--- src/rtl/sdfm_pkg.sv ---
// Shared encodings, default widths and sizing helper for the multi-channel sigma-delta filter.
package sdfm_pkg;

  typedef enum logic [1:0] {
    ST_SINC1 = 2'b00,
    ST_SINC2 = 2'b01,
    ST_SINC3 = 2'b10
  } st_e;

  localparam int DEF_NCH    = 4;
  localparam int DEF_ACC_W  = 32;
  localparam int DEF_DATA_W = 32;
  localparam int DEF_DEC_W  = 8;

  // Conservative limit: R^order stays below 2^(acc_w-1), so the comb never aliases.
  function automatic longint max_safe_dec(input int acc_w, input int order);
    int k;
    k = (order < 1) ? 1 : order;
    return (longint'(1) << ((acc_w - 1) / k)) - 1;
  endfunction

endpackage

--- src/rtl/sdfm_sinc_chan.sv ---
// One channel: sinc1..3 integrators, decimation counter, comb, shifter and holding register.
// Sample reaches hold_vld two cycles after the terminal strobe; a full holding register that is not granted raises ovr_set.
module sdfm_sinc_chan
  import sdfm_pkg::*;
#(
  parameter int ACC_W  = DEF_ACC_W,
  parameter int DATA_W = DEF_DATA_W,
  parameter int DEC_W  = DEF_DEC_W
) (
  input  logic              clk,
  input  logic              rst_n,
  input  logic              sd_dsd,
  input  logic              sd_clk,
  input  logic              en,
  input  logic [1:0]        st,
  input  logic [DEC_W-1:0]  dec,
  input  logic [4:0]        sh,
  input  logic              grant,
  output logic              hold_vld,
  output logic [DATA_W-1:0] hold_data,
  output logic              ovr_set
);

  logic [ACC_W-1:0] int1, int2, int3;
  logic [ACC_W-1:0] int1_nxt, int2_nxt, int3_nxt;
  logic [ACC_W-1:0] dly1, dly2, dly3;
  logic [ACC_W-1:0] comb1, comb2, comb3;
  logic [ACC_W-1:0] int_top, comb_out, shifted;
  logic [DATA_W-1:0] sample;
  logic [DEC_W-1:0] cnt;
  logic             fire;
  logic             strobe, terminal, use2, use3;

  assign use2     = (st != ST_SINC1);
  assign use3     = st[1];
  assign strobe   = en & sd_clk;
  assign terminal = (cnt == dec);

  // Cascade uses this strobe's updated value of the stage below.
  assign int1_nxt = int1 + ACC_W'(sd_dsd);
  assign int2_nxt = int2 + int1_nxt;
  assign int3_nxt = int3 + int2_nxt;

  assign int_top  = use3 ? int3 : (use2 ? int2 : int1);
  assign comb1    = int_top - dly1;
  assign comb2    = comb1 - dly2;
  assign comb3    = comb2 - dly3;
  assign comb_out = use3 ? comb3 : (use2 ? comb2 : comb1);
  assign shifted  = comb_out >> sh;

  generate
    if (DATA_W <= ACC_W) begin : g_trunc
      assign sample = shifted[DATA_W-1:0];
    end else begin : g_zext
      assign sample = {{(DATA_W - ACC_W){1'b0}}, shifted};
    end
  endgenerate

  assign ovr_set = en & fire & hold_vld & ~grant;

  always_ff @(posedge clk or negedge rst_n) begin
    if (!rst_n) begin
      int1      <= '0;
      int2      <= '0;
      int3      <= '0;
      dly1      <= '0;
      dly2      <= '0;
      dly3      <= '0;
      cnt       <= '0;
      fire      <= 1'b0;
      hold_vld  <= 1'b0;
      hold_data <= '0;
    end else if (!en) begin
      int1      <= '0;
      int2      <= '0;
      int3      <= '0;
      dly1      <= '0;
      dly2      <= '0;
      dly3      <= '0;
      cnt       <= '0;
      fire      <= 1'b0;
      hold_vld  <= 1'b0;
      hold_data <= '0;
    end else begin
      if (strobe) begin
        int1 <= int1_nxt;
        int2 <= use2 ? int2_nxt : '0;
        int3 <= use3 ? int3_nxt : '0;
        cnt  <= terminal ? '0 : cnt + DEC_W'(1);
      end
      fire <= strobe & terminal;

      // A fresh sample wins over a same-cycle grant, so the slot stays full.
      if (fire) begin
        dly1      <= int_top;
        dly2      <= use2 ? comb1 : '0;
        dly3      <= use3 ? comb2 : '0;
        hold_data <= sample;
        hold_vld  <= 1'b1;
      end else if (grant) begin
        hold_vld <= 1'b0;
      end
    end
  end

endmodule

--- src/rtl/sdfm_mchan_filt.sv ---
// NCH sinc decimators merged onto one registered valid/ready stream by a round-robin arbiter; sticky per-channel overrun flags.
// First sample out three cycles after the terminal strobe; output holds while out_ready is low and channels overwrite their holding slot.
module sdfm_mchan_filt
  import sdfm_pkg::*;
#(
  parameter int NCH    = DEF_NCH,
  parameter int ACC_W  = DEF_ACC_W,
  parameter int DATA_W = DEF_DATA_W,
  parameter int DEC_W  = DEF_DEC_W
) (
  input  logic                                      SYSCLK,
  input  logic                                      SYSRSTn,
  input  logic [NCH-1:0]                            sd_dsd_in,
  input  logic [NCH-1:0]                            sd_clk_in,
  input  logic [NCH-1:0]                            en,
  input  logic [2*NCH-1:0]                          st,
  input  logic [DEC_W*NCH-1:0]                      dec,
  input  logic [5*NCH-1:0]                          sh,
  output logic                                      out_valid,
  input  logic                                      out_ready,
  output logic [DATA_W-1:0]                         out_data,
  output logic [((NCH > 1) ? $clog2(NCH) : 1)-1:0]  out_ch,
  output logic [NCH-1:0]                            ovr_flag,
  input  logic [NCH-1:0]                            ovr_clr
);

  localparam int CH_W = (NCH > 1) ? $clog2(NCH) : 1;

  logic [NCH-1:0]             hold_vld;
  logic [NCH-1:0][DATA_W-1:0] hold_data;
  logic [NCH-1:0]             ovr_set;
  logic [NCH-1:0]             grant;
  logic [CH_W-1:0]            last_grant;
  logic [CH_W-1:0]            gnt_idx;
  logic                       gnt_vld;
  logic                       can_load;
  int                         idx;

  for (genvar i = 0; i < NCH; i++) begin : g_chan
    sdfm_sinc_chan #(
      .ACC_W  (ACC_W),
      .DATA_W (DATA_W),
      .DEC_W  (DEC_W)
    ) u_chan (
      .clk       (SYSCLK),
      .rst_n     (SYSRSTn),
      .sd_dsd    (sd_dsd_in[i]),
      .sd_clk    (sd_clk_in[i]),
      .en        (en[i]),
      .st        (st[2*i +: 2]),
      .dec       (dec[DEC_W*i +: DEC_W]),
      .sh        (sh[5*i +: 5]),
      .grant     (grant[i]),
      .hold_vld  (hold_vld[i]),
      .hold_data (hold_data[i]),
      .ovr_set   (ovr_set[i])
    );
  end

  assign can_load = !out_valid || out_ready;

  // Search starts one past the last winner; wraps so every channel is visited once.
  always_comb begin
    gnt_vld = 1'b0;
    gnt_idx = last_grant;
    grant   = '0;
    idx     = 0;
    for (int k = 1; k <= NCH; k++) begin
      idx = int'(last_grant) + k;
      if (idx >= NCH) idx = idx - NCH;
      if (!gnt_vld && hold_vld[idx]) begin
        gnt_vld = 1'b1;
        gnt_idx = CH_W'(idx);
      end
    end
    if (can_load && gnt_vld) grant[gnt_idx] = 1'b1;
  end

  always_ff @(posedge SYSCLK or negedge SYSRSTn) begin
    if (!SYSRSTn) begin
      out_valid  <= 1'b0;
      out_data   <= '0;
      out_ch     <= '0;
      last_grant <= CH_W'(NCH - 1);
    end else if (can_load) begin
      out_valid <= gnt_vld;
      if (gnt_vld) begin
        out_data   <= hold_data[gnt_idx];
        out_ch     <= gnt_idx;
        last_grant <= gnt_idx;
      end
    end
  end

  always_ff @(posedge SYSCLK or negedge SYSRSTn) begin
    if (!SYSRSTn) begin
      ovr_flag <= '0;
    end else begin
      for (int i = 0; i < NCH; i++) begin
        if (ovr_set[i])      ovr_flag[i] <= 1'b1;
        else if (ovr_clr[i]) ovr_flag[i] <= 1'b0;
      end
    end
  end

endmodule

--- config.mk ---
export PLATFORM = sky130hd
export DESIGN_NAME = sdfm_mchan_filt
export DESIGN_NICKNAME = d
export VERILOG_FILES = /design/src/rtl/sdfm_pkg.sv /design/src/rtl/sdfm_sinc_chan.sv /design/src/rtl/sdfm_mchan_filt.sv
export SDC_FILE = /design/constraint.sdc
export NUM_CORES = 2
export LEC_CHECK = 0
export BUFFER_PORTS_ARGS = -buffer_cell sky130_fd_sc_hd__buf_4
export CELL_PAD_IN_SITES_DETAIL_PLACEMENT = 1
export CELL_PAD_IN_SITES_GLOBAL_PLACEMENT = 2
export CORE_MARGIN = 2
export CORE_UTILIZATION = 41
export DETAILED_ROUTE_END_ITERATION = 12
export PLACE_DENSITY = 0.92
export SLEW_MARGIN = 25
export SYNTH_ARGS = -nofsm -noshare
export SYNTH_HDL_FRONTEND = slang
export SYNTH_SLANG_ARGS = --single-unit
--- constraint.sdc ---
create_clock -name SYSCLK -period 9.4 [get_ports SYSCLK]
set_input_delay 0.94 -clock SYSCLK [delete_from_list [all_inputs] [get_ports SYSCLK]]
set_output_delay 0.94 -clock SYSCLK [all_outputs]
set_load 0.005 [all_outputs]
# Yosys cells after proc, flatten, opt, wreduce, memory -nomap -nowiden
# Cells that the tools add are included.
# totals
reg_bits,977
input_bits,79
output_inout_bits,39
word_cells,310
# op_classes
add_sub_neg,36
magnitude_cmp,10
eq_ne,16
n_shift,4
mux,153
bitwise,24
n_reduce_logical,19
# ops
op,n
$mux W32,93
$sub A32 B32 Y32,12
$add A32 B32 Y32,8
$add A32 B1 Y32,4
$lt A32 B4 Y1 const B,4
$shr A32 B5 Y32,4
$mux W8,12
$bmux W32 S2,1
$mux W1,37
$add A8 B1 Y8 const B,4
$eq A8 B8 Y1,4
$and A1 B1 Y1,20
$ne A2 B1 Y1 const B,8
$reduce_bool A2 Y1,8
$ne A3 B1 Y1 const B,4
$sub A3 B3 Y4 const B,3
$ge A3 B3 Y1 const B,3
$bmux W1 S2,4
$mux W2,4
$add A2 B2 Y3 const B,2
$logic_and A1 B1 Y1,5
$sub A4 B3 Y5 const B,1
$add A2 B3 Y4 const B,1
$ge A4 B3 Y1 const B,1
9 further kinds,15

# Depth between registers and ports, before layout
# logic_depth
depth_word,24
depth_mapped,40

# By module
# From an unflattened synthesis, not the netlist that was laid out.
# hier_totals
hier_cells,10711
hier_area_um2,88917.8
# modules_own_cells
module,instances,cells_per_inst,area_per_inst_um2,seq_area_each_um2
sdfm_sinc_chan at g_chan[2].u_chan ...,2,2636,21524.4,5855.6
sdfm_sinc_chan at g_chan[0].u_chan,1,2556,21687.0,5855.6
sdfm_sinc_chan at g_chan[1].u_chan,1,2620,21687.0,5855.6
sdfm_mchan_filt,1,263,2494.9,1028.5

# Worst setup path after synthesis
# No wires, ideal clock.
# synth_path
path_kind,input port to flip-flop
from,in st[0]
to,reg g_chan[0].u_chan.hold_data[3]
setup_time_ns,0.104
arrival_time_ns,9.433
t_required_ns,9.296
path_slack_ns,-0.137
stages,37
n_path_buf,5
path_cell_list,clkbuf_1 > clkbuf_1 > buf_1 > buf_1 > mux2i_1 > o21ai_0 > ha_1 > nor2b_1 > o31a_1 > o221a_2 > o211ai_4 > a31oi_2 > a21o_1 > a21oi_1 > xnor2_1 > ha_1 > clkbuf_1 > and4_1 > nand3_1 > or4_1 > o21a_1 > nand2_1 > xor2_1 > ha_1 > a21o_1 > a21o_1 > a21o_1 > and2_1 > o41a_1 > or3b_1 > o21a_1 > o211ai_1 > xor2_1 > a2111oi_0 > a21oi_1 > a31o_1 > o311ai_1
# synth_between
elab_chain_cells,10
# synth_lines
item,line,text
start: declaration,sdfm_mchan_filt.sv:16,"input logic [2*NCH-1:0] st,"
$reduce_bool A2 Y1 (*),sdfm_sinc_chan.sv:34,assign use2 = (st != ST_SINC1);
$mux W32 (2 in a row),sdfm_sinc_chan.sv:44,assign int_top = use3 ? int3 : (use2 ? int2 : int1);
$sub A32 B32 Y32,sdfm_sinc_chan.sv:45,assign comb1 = int_top - dly1;
$sub A32 B32 Y32,sdfm_sinc_chan.sv:46,assign comb2 = comb1 - dly2;
$sub A32 B32 Y32 / $mux W32 (equally long branches),"sdfm_sinc_chan.sv:47, sdfm_sinc_chan.sv:48",
$mux W32 (*),sdfm_sinc_chan.sv:48,assign comb_out = use3 ? comb3 : (use2 ? comb2 : comb1);
$shr A32 B5 Y32 (*),sdfm_sinc_chan.sv:49,assign shifted = comb_out >> sh;
$mux W32 (*),sdfm_sinc_chan.sv:94,if (fire) begin
$mux W32 (*),sdfm_sinc_chan.sv:73,end else if (!en) begin
end signal: assignment,sdfm_sinc_chan.sv:98,hold_data <= sample;
end: declaration,sdfm_sinc_chan.sv:20,"output logic [DATA_W-1:0] hold_data,"
# Every way passes the cells marked *; elsewhere a longest branch is shown, timed or not. The select of a mux whose other input is x is not followed.
# A chain may end at the register's enable or synchronous reset.

# Worst setup path in the final report
# layout_path
from,reg g_chan[0].u_chan.int1[1]
to,reg g_chan[0].u_chan.hold_data[16]
# layout_between
elab_chain_cells,9
# layout_lines
item,line,text
start: declaration,sdfm_sinc_chan.sv:24,"logic [ACC_W-1:0] int1, int2, int3;"
start signal: assignment,sdfm_sinc_chan.sv:86,int1 <= int1_nxt;
$mux W32 (*) (2 in a row),sdfm_sinc_chan.sv:44,
$sub A32 B32 Y32 (*),sdfm_sinc_chan.sv:45,
$sub A32 B32 Y32,sdfm_sinc_chan.sv:46,
$sub A32 B32 Y32 / $mux W32 (equally long branches),"sdfm_sinc_chan.sv:47, sdfm_sinc_chan.sv:48",
$mux W32 (*),sdfm_sinc_chan.sv:48,
$shr A32 B5 Y32 (*),sdfm_sinc_chan.sv:49,
$mux W32 (*),sdfm_sinc_chan.sv:94,
$mux W32 (*),sdfm_sinc_chan.sv:73,
# Marks and branches as above.

==> flow_summary.ini <==
[run_status]
status = complete, but fails checks
violations = design-rule violations

[pwr]
combPwrFrac = 0.489
clkPwrFrac = 0.280
power_frac_seq = 0.230
cellLeakagePower_nw = 44.48
switching_power_mw = 7.729
vdd_drop_max_v = 0.0002122
cellPowerDensity_nw_per_um2 = 196.0
switching_share = 0.4130
intPower_mw = 10.98

[place]
port_buffers = 117
gp_congestion = 0.9617
placed_area_um2 = 91050
hpwl_mm = 220.7

[synthesis]
yosysMostFrequentCell = dfrtp_1
synth_async_sr_flop_share = 1.000
ys_ff_latch = 977
synth_area_per_cell_um2 = 8.486
synth-edff-count = 0
synth_nets = 11040
synth_top_cell_by_area = dfrtp_1
ys_warn_count = 0
synth_ff_type = dfrtp_1
synth_cell_type_count = 121
ys_top_cells_by_count = 975 x dfrtp_1, 920 x nand2_1, 632 x ha_1, 620 x o21ai_0, 596 x a21oi_1
synth.area.top_cells = dfrtp_1 28%, ha_1 9.0%, mux2i_1 4.9%
synth_top_area_frac = 0.2790
netlist_instances = 10310
syn_area_um2 = 87450
ys_seq_area_frac = 0.2796

[timing]
fin_tns_setup_ns = 0
rsz0062_at_grt = false
clock-skew-final_ns = 0.02825
tightest_slew_ns = 1.039
setup_viol = 0
hold_viol = 0
final.period_utilization = 0.9255
slew_headroom = 0.3072
slew_viol_final = 0
max_freq_mhz = 115.0
period_minus_slack_ns = 8.699

[setup_path]
required_ns = 10.07
worstSetupPathType = reg -> reg
path_max_fanout = 7
crit_path_top_delay_cell = a211oi_1
reg2reg_slack_ns = 0.70
end_kind = flop
cpMostUsedCell = o21ai_0
r2r_cells = 31
critPathLaunchType = flop
reg2reg_from = g_chan[0].u_chan.int1[1]
crit_arrival_ns = 9.37
r2r_end = g_chan[0].u_chan.hold_data[16]
crit_path_max_incr_delay_ns = 0.55

[clocking]
clk_latency_ns = 0.80
post_cts_buffers = 0
cts.sinks = 977
cts_root_buffer = clkbuf_16
numCtsBuffers = 132
cts_tree = yes
ctsHtreeMaxLevel = 4
ctsHoldBuffers = 0
cts_resized = 0
clk_pin_slew_ns = 0.06
clock_path_buffers = 3

[global_route]
grt_max_degree = 154
first_global_vias = 83170
grt_pass1_wl_mm = 468.5
antenna_found_initial = 16
grt_usage = 0.2646
grt.overflow.total = 0

[floorplanning]
die_w_um = 465.8
core_area_um2 = 212100
initial_core_util = 0.4123
ios = 118
rows = 169
dieArea_um2 = 217000
die_y_um = 465.8

[finish]
final_layout_size_suffix_gt1_frac = 0.07716
multi_input_area_um2 = 58810
fill_cells = 24880
syn2layout_area_growth_pct = 9.186
regArea_um2 = 24460
final_area_um2 = 95480
fin_nets = 10880

[drt]
viasPerCell = 6.070
vias = 79380
routed_wl_mm = 293.8
wl_per_cell_um = 22.47
postRouteAntennaNets = 0
drtPass1Iterations = 10
dr.first_iter.drc_count = 4683
drc_errors = 3

[run]
max-cap-violations = 0

[min_path]
hp-class = in -> async
[critical path, delay by kind of cell, from the launching register on]
| kind | cells | cell delay, ns |
|---|---|---|
| DFF | 1 | 0.45 |
| adders and majority gates | 3 | 1.08 |
| xor gates and xnor gates | 2 | 0.78 |
| and+or+nand+nor | 6 | 1.62 |
| AOI/OAI and AO/OA | 18 | 4.40 |
| muxes | 2 | 0.27 |
[placed cells by master, fill, tap and decap left out, drive strengths merged, types with 286 or more instances in the layout]
master,instances
a21o,326
a21oi,601
a22o,453
dfrtp,975
ha,632
inv,613
mux2i,425
nand2,920
nor2,592
o21ai,660
xnor2,442
xor2,286
[routing by layer]
| metal | vias to the layer above | share of wire | global-route usage |
|---|---|---|---|
| li1 | 37380 | - | - |
| met1 | 39900 | 0.44 | 0.3419 |
| met2 | 1550 | 0.48 | 0.4477 |
| met3 | 530 | 0.038 | 0.03279 |
| met4 | 12 | 0.041 | 0.1045 |
| met5 | - | 0.00027 | 0 |
[worst max-delay path by stage]
stage,end,depth (start not counted),start
final,g_chan[0].u_chan.hold_data[16],31,g_chan[0].u_chan.int1[1]
after global routing,g_chan[1].u_chan.hold_data[16],30,st[2]
after CTS,g_chan[1].u_chan.hold_data[16],31,g_chan[1].u_chan.int1[5]
after detailed placement,g_chan[3].u_chan.hold_data[18],34,st[6]
after global placement,g_chan[1].u_chan.hold_data[16],30,st[2]
after floorplan,g_chan[1].u_chan.hold_data[1],35,st[2]
[power by group through the flow]
stage	Combinational, mW	Clock (mW)	Sequential [mW]
after detailed placement	8.93	0	4.38
after global placement	8.71	0	4.38
after global routing	9.95	5.52	4.31
final	9.16	5.25	4.31
after CTS	9.01	5.38	4.31
after floorplan	6.43	0	4.37
[sequential cells by signal, indices dropped and copies added (netlist names)]
name                     flops
g_chan.u_chan.dly3         128
g_chan.u_chan.int2         128
g_chan.u_chan.int3         128
g_chan.u_chan.int1         128
out_data                    32
g_chan.u_chan.cnt           32
g_chan.u_chan.hold_vld       4
last_grant                   2
ovr_flag                     4
out_valid                    1
out_ch                       2
g_chan.u_chan.dly2         128
g_chan.u_chan.dly1         128
g_chan.u_chan.fire           4
g_chan.u_chan.hold_data    128
[final cells by class]
type | instances | share of cell area
diodes | 3 | 0.00007863
clock buffers | 186 | 0.03978
clock inverters | 49 | 0.006408
inverters | 612 | 0.02406
multi-input cells | 8178 | 0.6160
flip-flops and latches | 977 | 0.2561
well taps | 2821 | 0.03697
repair buffers | 250 | 0.02060
[per-stage QoR]
step | utilization | instances | setup WS [ns] | hold slack (ns) | total power, mW
after detailed placement | 0.4293 | 12840 | 0.1238 | 0.4728 | 13.32
after floorplan | - | 10310 | 0.008746 | 0.4393 | 10.79
after global placement | 0.4292 | 12840 | 0.2243 | 0.4614 | 13.10
final | 0.4502 | 13080 | 0.7006 | 0.1688 | 18.71
after global routing | 0.4502 | 13080 | 0.1672 | 0.1947 | 19.78
after CTS | 0.4501 | 13070 | 0.8633 | 0.1563 | 18.69
[cells by family (layout without fill, tap and decap cells)]
family | after synthesis | after routing | share of synthesized area
other | 0 | 3 | 0
XOR/XNOR | 728 | 728 | 0.07309
adder cells (fa/ha/maj) | 652 | 652 | 0.09500
AND/OR/NAND/NOR | 2920 | 2920 | 0.1630
flip-flops | 977 | 977 | 0.2796
multiplexers | 587 | 587 | 0.07517
buffers and inverters | 1150 | 1097 | 0.04971
AO/OA/AOI/OAI | 3291 | 3291 | 0.2645
Note: power is estimated with default switching activity, not from simulation.
